### config.mk
export PLATFORM = sky130hd
export DESIGN_NAME = uart_byte_rx_flat
export DESIGN_NICKNAME = d
export VERILOG_FILES = /design/src/rtl/uart_byte_rx_if.sv /design/src/rtl/uart_byte_rx.sv /design/src/flat_wrapper.sv
export SDC_FILE = /design/constraint.sdc
export NUM_CORES = 1
export LEC_CHECK = 0
export BUFFER_PORTS_ARGS = -buffer_cell sky130_fd_sc_hd__clkbuf_2
export CAP_MARGIN = 25
export CORE_MARGIN = 5
export CORE_UTILIZATION = 42
export CTS_BUF_LIST = sky130_fd_sc_hd__clkbuf_4 sky130_fd_sc_hd__clkbuf_8
export DETAILED_ROUTE_END_ITERATION = 10
export GPL_ROUTABILITY_DRIVEN = 0
export GPL_TIMING_DRIVEN = 0
export PLACE_DENSITY = 0.64
export SETUP_SLACK_MARGIN = 0.1
export SLEW_MARGIN = 5
export SYNTH_ARGS = -nofsm -noshare
export SYNTH_HDL_FRONTEND = slang
export SYNTH_SLANG_ARGS = --single-unit
export TNS_END_PERCENT = 30
### constraint.sdc
create_clock -name clk -period 1.6 [get_ports clk]
set_input_delay 0.24 -clock clk [delete_from_list [all_inputs] [get_ports clk]]
set_output_delay 0.24 -clock clk [all_outputs]
set_load 0.02 [all_outputs]
### src/rtl/uart_byte_rx_if.sv
// uart_byte_rx_if -- serial line plus byte-strobe outputs of the UART receiver.
//   rx        : raw serial line (idles high), driven by the host side
//   rx_done   : one-cycle strobe, rx_data holds a freshly received byte
//   rx_data   : last correctly framed byte
//   frame_err : one-cycle strobe, stop bit low with non-zero data
//   break_det : one-cycle strobe, stop bit low with all-zero data
//   rx_busy   : high while a frame is in progress
// master = line driver / strobe consumer, slave = the receiver.
interface uart_byte_rx_if;
    logic       rx;
    logic       rx_done;
    logic [7:0] rx_data;
    logic       frame_err;
    logic       break_det;
    logic       rx_busy;

    modport master (output rx, input rx_done, rx_data, frame_err, break_det, rx_busy);
    modport slave  (input rx, output rx_done, rx_data, frame_err, break_det, rx_busy);
endinterface

### src/rtl/uart_byte_rx.sv
// uart_byte_rx -- 16x oversampling 8N1 UART receiver (LSB first) with 3-sample
// majority vote, false-start rejection, framing-error and break reporting.
//   clk   : system clock
//   rst_n : asynchronous active-low reset
//   bus   : uart_byte_rx_if.slave (rx in; rx_done, rx_data, frame_err,
//           break_det, rx_busy out, all registered)
module uart_byte_rx #(
    parameter int CLK_FREQ_HZ = 100_000_000,
    parameter int BAUD_RATE   = 115_200,
    parameter int OVERSAMPLE  = 16
) (
    input  logic          clk,
    input  logic          rst_n,
    uart_byte_rx_if.slave bus
);
    localparam int CLKS_PER_TICK = CLK_FREQ_HZ / (BAUD_RATE * OVERSAMPLE);
    localparam int DIV_W         = (CLKS_PER_TICK > 1) ? $clog2(CLKS_PER_TICK) : 1;

    generate
        if (OVERSAMPLE != 16) begin : g_bad_os
            $error("uart_byte_rx: OVERSAMPLE must be 16");
        end
        if (CLKS_PER_TICK < 1) begin : g_bad_div
            $error("uart_byte_rx: CLK_FREQ_HZ too low for BAUD_RATE*16");
        end
    endgenerate

    typedef enum logic [1:0] {IDLE, START, DATA, STOP} state_e;

    state_e           state_q;
    logic [DIV_W-1:0] div_q, div_d;
    logic [7:0]       k_q, k_d;        // tick index 0..159 within the frame
    logic [1:0]       smp_q;           // samples taken at s=7 and s=8
    logic [7:0]       sh_q;
    logic [7:0]       data_q;
    logic             done_q, ferr_q, brk_q, busy_q;
    logic             sync1_q, rxs_q, rxsd_q;

    logic             tick, vote;
    logic [3:0]       smp_idx;

    assign tick    = (div_q == DIV_W'(CLKS_PER_TICK - 1));
    assign smp_idx = k_q[3:0];
    // Majority of s=7, s=8 and the live s=9 sample.
    assign vote    = (smp_q[0] & smp_q[1]) | (smp_q[0] & rxs_q) | (smp_q[1] & rxs_q);

    always_comb begin
        div_d = div_q + DIV_W'(1);
        k_d   = k_q;
        if (tick) begin
            div_d = '0;
            k_d   = k_q + 8'd1;
        end
    end

    always_ff @(posedge clk or negedge rst_n) begin
        if (!rst_n) begin
            sync1_q <= 1'b1;
            rxs_q   <= 1'b1;
            rxsd_q  <= 1'b1;
            state_q <= IDLE;
            div_q   <= '0;
            k_q     <= '0;
            smp_q   <= '0;
            sh_q    <= '0;
            data_q  <= '0;
            done_q  <= 1'b0;
            ferr_q  <= 1'b0;
            brk_q   <= 1'b0;
            busy_q  <= 1'b0;
        end else begin
            sync1_q <= bus.rx;
            rxs_q   <= sync1_q;
            rxsd_q  <= rxs_q;
            done_q  <= 1'b0;
            ferr_q  <= 1'b0;
            brk_q   <= 1'b0;
            if (state_q == IDLE) begin
                // Counters held clear so the first tick lands one full period after E.
                div_q <= '0;
                k_q   <= '0;
                if (!rxs_q && rxsd_q) begin
                    state_q <= START;
                    busy_q  <= 1'b1;
                end
            end else begin
                div_q <= div_d;
                k_q   <= k_d;
                if (tick) begin
                    if (smp_idx == 4'd7) smp_q[0] <= rxs_q;
                    if (smp_idx == 4'd8) smp_q[1] <= rxs_q;
                    case (state_q)
                        START: begin
                            if (smp_idx == 4'd9 && vote) begin
                                state_q <= IDLE;    // false start
                                busy_q  <= 1'b0;
                            end else if (smp_idx == 4'd15) begin
                                state_q <= DATA;
                            end
                        end
                        DATA: begin
                            if (smp_idx == 4'd9) sh_q <= {vote, sh_q[7:1]};
                            if (k_q == 8'd143) state_q <= STOP;
                        end
                        STOP: begin
                            // Decide mid stop bit; the tail is not waited out so
                            // back-to-back frames are caught.
                            if (smp_idx == 4'd9) begin
                                state_q <= IDLE;
                                busy_q  <= 1'b0;
                                if (vote) begin
                                    data_q <= sh_q;
                                    done_q <= 1'b1;
                                end else if (sh_q == 8'h00) begin
                                    brk_q <= 1'b1;
                                end else begin
                                    ferr_q <= 1'b1;
                                end
                            end
                        end
                        default: ;
                    endcase
                end
            end
        end
    end

    assign bus.rx_done   = done_q;
    assign bus.rx_data   = data_q;
    assign bus.frame_err = ferr_q;
    assign bus.break_det = brk_q;
    assign bus.rx_busy   = busy_q;
endmodule

### src/flat_wrapper.sv
// flat-port wrapper written by rule: the top's interface ports become plain ports
module uart_byte_rx_flat 
#(
    parameter int CLK_FREQ_HZ = 100_000_000,
    parameter int BAUD_RATE   = 115_200,
    parameter int OVERSAMPLE  = 16
)
  (clk, rst_n, bus_rx, bus_rx_done, bus_rx_data, bus_frame_err, bus_break_det, bus_rx_busy);
  uart_byte_rx_if bus_i ();
  input  logic clk;
  input  logic rst_n;
  input wire logic [$bits(bus_i.rx)-1:0] bus_rx;
  output wire logic [$bits(bus_i.rx_done)-1:0] bus_rx_done;
  output wire logic [$bits(bus_i.rx_data)-1:0] bus_rx_data;
  output wire logic [$bits(bus_i.frame_err)-1:0] bus_frame_err;
  output wire logic [$bits(bus_i.break_det)-1:0] bus_break_det;
  output wire logic [$bits(bus_i.rx_busy)-1:0] bus_rx_busy;
  assign bus_i.rx = bus_rx;
  assign bus_rx_done = bus_i.rx_done;
  assign bus_rx_data = bus_i.rx_data;
  assign bus_frame_err = bus_i.frame_err;
  assign bus_break_det = bus_i.break_det;
  assign bus_rx_busy = bus_i.rx_busy;
  uart_byte_rx #(.CLK_FREQ_HZ(CLK_FREQ_HZ), .BAUD_RATE(BAUD_RATE), .OVERSAMPLE(OVERSAMPLE)) u_core (.clk(clk), .rst_n(rst_n), .bus(bus_i));
endmodule
**After elaboration in Yosys (flattened, before gate mapping)**

Index checks and enable logic that the tools add are counted.

- Flip-flop bits (word level): 41
- Latch bits: 0
- Bits in writable memories: 0
- Memory bits (read-only): 0
- Output and inout bits: 12
- Logic and storage cells: 85
- Memories: 0

- Add/subtract/negate cells: 2
- Multiply operators: 0
- Div/mod/pow operators: 0
- Order comparisons: 0
- Equal/unequal tests: 14
- Shifts and indexed selects: 0
- Multiplexer cells: 35
- Bitwise gates (word level): 6
- Reductions and logical operators: 14

Operator list:

| cell | count |
|---|---|
| $mux 1 | 22 |
| $mux 8 | 2 |
| $mux 2 | 7 |
| $eq 4x4->1 const B | 3 |
| $mux 6 | 2 |
| $reduce_and 5->1 | 2 |
| $ne 3x1->1 const B | 3 |
| $add 8x1->8 const B | 1 |
| $eq 8x8->1 const B | 1 |
| $logic_not 8->1 | 1 |
| $add 6x1->6 const B | 1 |
| $eq 6x6->1 const B | 1 |
| $pmux 2 s3 | 1 |
| $reduce_and 3->1 | 2 |
| $reduce_and 6->1 | 1 |
| $eq 2x2->1 const B | 2 |
| $eq 4x3->1 const B | 1 |
| $ne 4x1->1 const B | 1 |
| $reduce_and 4->1 | 1 |
| $reduce_bool 4->1 | 1 |
| $and 1x1->1 | 3 |
| $reduce_bool 3->1 | 1 |
| $eq 2x1->1 const B | 1 |
| $logic_and 1x1->1 | 2 |
| other kinds (7) | 8 |

**Depth between registers and ports, before layout**

- Depth in word-level cells: 8
- Depth in mapped cells: 7

**Worst setup path after synthesis**

No wires, ideal clock.

- Kind: register to register
- Start: register u_core.div_q[1]
- End: register u_core.smp_q[0]
- Setup time: 0.125 ns
- Data arrival time: 1.563 ns
- Slack: -0.087 ns
- Cell stages (with the launch flop): 8
- Path buffers: 1
- Clock period less this slack: 1.687 ns
- Cell sequence: dfrtp_1 inv_1 ha_1 and4b_1 buf_6 nand2_1 nor4b_1 mux2_2

- Word-level cells in the longest chain between the ends: 2

Ends and longest elaborated chain:

| element | RTL line | RTL |
|---|---|---|
| from (decl) | uart_byte_rx.sv:31 | `logic [DIV_W-1:0] div_q, div_d;` |
| from (signal assigned) | uart_byte_rx.sv:87 | `div_q <= div_d;` |
| $eq 6x6->1 | uart_byte_rx.sv:42 | `assign tick = (div_q == DIV_W'(CLKS_PER_TICK - 1));` |
| $reduce_and 3->1 (no line) | n/a |  |
| to (signal assigned) | uart_byte_rx.sv:90 | `if (smp_idx == 4'd7) smp_q[0] <= rxs_q;` |
| to (decl) | uart_byte_rx.sv:33 | `logic [1:0] smp_q;` |

No other way between the ends.
A chain may end at the register's enable or synchronous reset.

**Final worst setup path**

- Start: register u_core.state_q[1]
- End: register u_core.smp_q[0]

- Word-level cells in the longest chain between the ends: 3

Ends and longest elaborated chain:

| element | RTL line | RTL |
|---|---|---|
| from (decl) | uart_byte_rx.sv:30 | `state_e state_q;` |
| from (signal assigned) | uart_byte_rx.sv:61 | `state_q <= IDLE;` |
| from (signal assigned) | uart_byte_rx.sv:83 | `state_q <= START;` |
| from (signal assigned) | uart_byte_rx.sv:95 | `state_q <= IDLE;` |
| $logic_not 2->1 | uart_byte_rx.sv:78 | `if (state_q == IDLE) begin` |
| $not 1->1 (no line) | n/a |  |
| $reduce_and 3->1 (no line) | n/a |  |

No other way between the ends.

==> results.toml <==
[status]
run_status = "complete, but fails checks"
failed_checks = "setup timing"

[critical_path]
critPathLaunchType = "flip-flop"
worstPathArrival_ns = 1.93
crit_end = "u_core.smp_q[0]"
cp_data_required_time_ns = 1.77
critical_path_class = "reg -> reg"
crit_path_top_delay_cell = "sky130_fd_sc_hd__nor2_1"
rr_endpoint = "u_core.smp_q[0]"
critical_path_peak_fanout = 10
worst-r2r-cell-count = 4
reg2reg_setup_slack_ns = -0.16
crit_cells = 4
worstPathCellList = "clkbuf_1 > nor2_1 > nor4b_4 > mux2_4"
crit_start = "u_core.state_q[1]"
worst-path-buf-inv = 1
regToRegStartpoint = "u_core.state_q[1]"
critical_path_endpoint_category = "flip-flop"
timing.critical_path.slowest_cell_delay_ns = 0.66
critical_path.top_delay_family = "simple AND/OR/NAND/NOR gates"

[timing]
slew_headroom_pct = 46.6
rsz0062_at_grt = "yes"
post-route-worst-setup-slack_ns = -0.160
timing.final.hold_violations = 0
maxClockFrequency_ghz = 0.568
timing_max_transition_violations_final = 0
timing.clock.skew_ns = 0.00860
max_slew.worst_pin.slew_ns = 0.798
fin_crit_ns = 1.76
period_share_pct = 110
setup_total_negative_slack_ns = -2.23
setup_viol_count_final = 20

[yosys]
library_cell_with_the_largest_summed_area_after_synthesis = "sky130_fd_sc_hd__dfrtp_1"
synth_edf_count = 0
synth_register_bits = 41
synthTopCellsByArea = "sky130_fd_sc_hd__dfrtp_1 52%, sky130_fd_sc_hd__mux2_2 12%, sky130_fd_sc_hd__dfstp_2 4.3%"
synth-seq-area-share_pct = 56.3
synth_top_cell_area_share_pct = 51.9
synthesis.area_per_instance_sq_um = 12.1
yosys_warnings = 0
syn_inst = 151
syn_nets = 159
async_flop_share_pct = 100
top_post_synthesis_cells_by_count = "38 x sky130_fd_sc_hd__dfrtp_1, 19 x sky130_fd_sc_hd__mux2_2, 18 x sky130_fd_sc_hd__nor2_1"
yosys.cell_types.count = 33
synthesis.area_sq_um = 1830
yosys.cell_count.top_type = "sky130_fd_sc_hd__dfrtp_1"
ys_dominant_reg_cell = "sky130_fd_sc_hd__dfrtp_1"

[floorplanning]
floorplan.io_pins = 15
core.rowCount = 24
die_area_sq_um = 5780
start_util_pct = 42.6
placeableCoreArea_sq_um = 4290
die_boundary_width_microns = 76.0
chipHeight_microns = 76.0

[cts]
clkSlewWorstSetupHoldPaths_ns = 0.08
clkLatencyLatePin_ns = 0.29
total_number_of_clock_tree_sinks = 41
clock-root-buffer = "sky130_fd_sc_hd__clkbuf_8"
cts_htree_levels = 2
cts-buffers-inserted = 5
cts_max_path_buffers = 2
cts_tree = "yes"

[cells_and_area]
design_area_sq_um = 2200
fin_nets = 186
antenna_cells_inserted = 0
finalCoreUtilization_pct = 51.3
fillCellCount = 393
area.growth.synth_to_final_pct = 20.2
final_layout_size_suffix_gt1_share_pct = 33.5

[global_routing]
grt-ovfl-total = 0
first_global_vias = 1236
grt_pass1_wl_mm = 5.69
initial_antenna_violation_count = 0
groute.usage.overall_pct = 12.1
grt_max_degree = 42

[hold_path]
min_path_type = "in -> reg"
hold_path_depth = 1

[routing]
post_drt_wl_per_cell_microns = 14.1
drt_iter0_markers = 51
finalWirelength_mm = 3.26
route.antenna.remaining_nets = 0
dr_total_vias = 1230
via_per_inst = 5.32
first_pass_iters = 4
post-route-drc-count = 0

[place]
placedInstanceArea_sq_um = 1990
io_buffers = 14
post-dp-hpwl_mm = 2.24

[power_and_ir_drop]
power_mw = 2.47
powerDensity_nw_per_um2 = 1120
total_leakage_power_nw = 1.11
vdd_drop_max_mv = 0.854

[flow_run]
number_of_maximum_capacitance_violations = 0
[cell families (layout without fill, tap and decap cells)]
group	Yosys count	after routing	synth area share, %
mux	19	19	11.7
flops	41	41	56.3
fa+ha+maj	6	6	3.96
compound gates	6	6	2.12
simple gates	60	60	18.6
buf+inv	8	36	2.12
xor+xnor	11	11	5.26
[final cells by class]
type	instances	area [sq um]	area share (%)
inverters	3	11.3	0.512
clock inverters	2	37.5	1.71
flip-flops and latches	41	1030	46.8
multi-input cells	102	816	37.1
well taps	52	65.1	2.96
plain buffers	5	28.8	1.31
clock buffers	6	82.6	3.75
repair buffers	20	130	5.91
[registers in the layout, indices dropped and copies added, names as in the netlist]
signal	count
u_core.bus.rx_data	8
u_core.state_q	2
u_core.sh_q	8
u_core.div_q	6
u_core.smp_q	2
u_core.rxsd_q	1
u_core.bus.rx_busy	1
u_core.bus.frame_err	1
u_core.bus.break_det	1
u_core.sync1_q	1
u_core.bus.rx_done	1
u_core.k_q	8
u_core.rxs_q	1
[per-layer routing]
layer,global-route usage [%],wire [microns],up-vias
met5,0,0,-
met4,4.63,38,0
met3,4.26,113,4
met2,19.8,1690,23
met1,14.6,1420,628
li1,-,-,575
[placed cells by master, fill, tap and decap left out, types with 2 or more instances in the layout]
cell type / netlist / routed
sky130_fd_sc_hd__a21oi_1: 3 / 3
sky130_fd_sc_hd__and2_1: 3 / 2
sky130_fd_sc_hd__and3_1: 6 / 6
sky130_fd_sc_hd__buf_4: 0 / 4
sky130_fd_sc_hd__clkbuf_1: 3 / 2
sky130_fd_sc_hd__clkbuf_2: 0 / 15
sky130_fd_sc_hd__clkbuf_8: 0 / 6
sky130_fd_sc_hd__dfrtp_1: 38 / 38
sky130_fd_sc_hd__dfstp_2: 3 / 3
sky130_fd_sc_hd__ha_1: 5 / 5
sky130_fd_sc_hd__inv_1: 3 / 3
sky130_fd_sc_hd__mux2_2: 19 / 15
sky130_fd_sc_hd__mux2_4: 0 / 4
sky130_fd_sc_hd__nand2_1: 6 / 5
sky130_fd_sc_hd__nand2_4: 0 / 2
sky130_fd_sc_hd__nand2b_1: 2 / 2
sky130_fd_sc_hd__nand3_1: 6 / 5
sky130_fd_sc_hd__nand3b_1: 3 / 3
sky130_fd_sc_hd__nand4_1: 3 / 3
sky130_fd_sc_hd__nor2_1: 18 / 18
sky130_fd_sc_hd__nor4_1: 3 / 3
sky130_fd_sc_hd__xnor2_1: 3 / 3
sky130_fd_sc_hd__xor2_1: 8 / 8
[worst reg2reg max path: stages (launching register included)]
cell	delay, ns
sky130_fd_sc_hd__dfrtp_1	0.36
sky130_fd_sc_hd__clkbuf_1	0.18
sky130_fd_sc_hd__nor2_1	0.66
sky130_fd_sc_hd__nor4b_4	0.11
sky130_fd_sc_hd__mux2_4	0.33
[how the worst min path moves through the flow]
stage	slack (ns)	to	start
floorplan	-0.06	u_core.bus.break_det	rst_n
global placement	0.33	u_core.sync1_q	bus_rx
detailed placement	0.33	u_core.sync1_q	bus_rx
CTS	0.02	u_core.sync1_q	bus_rx
global route	0.006	u_core.sync1_q	bus_rx
finish	0.03	u_core.sync1_q	bus_rx
[timing repair]
action | CTS | global route
pin swaps | 4 | 4
hold buffers | 0 | 1
hold endpoints to repair | 0 | 9
resized for setup | 6 | 2
endpoints found under the setup margin | 29 | 37
setup buffers | 3 | 1
[per-stage QoR]
step | hold slack (ns) | worst slack, ns | std cells
finish | 0.0330 | -0.160 | 231
global route | 0.00584 | -0.241 | 231
CTS | 0.0227 | -0.153 | 228
detailed placement | 0.329 | -0.217 | 217
global placement | 0.331 | -0.179 | 217
floorplan | -0.0556 | -0.0448 | 151
[where the power goes]
part           switching (mW)  total, mW  internal (mW)
Clock                   0.349      0.856          0.507
Sequential             0.0852       1.22           1.14
Combinational           0.213      0.395          0.182
Total                   0.647       2.47           1.83
No activity file was read; power rests on OpenSTA's default activity.
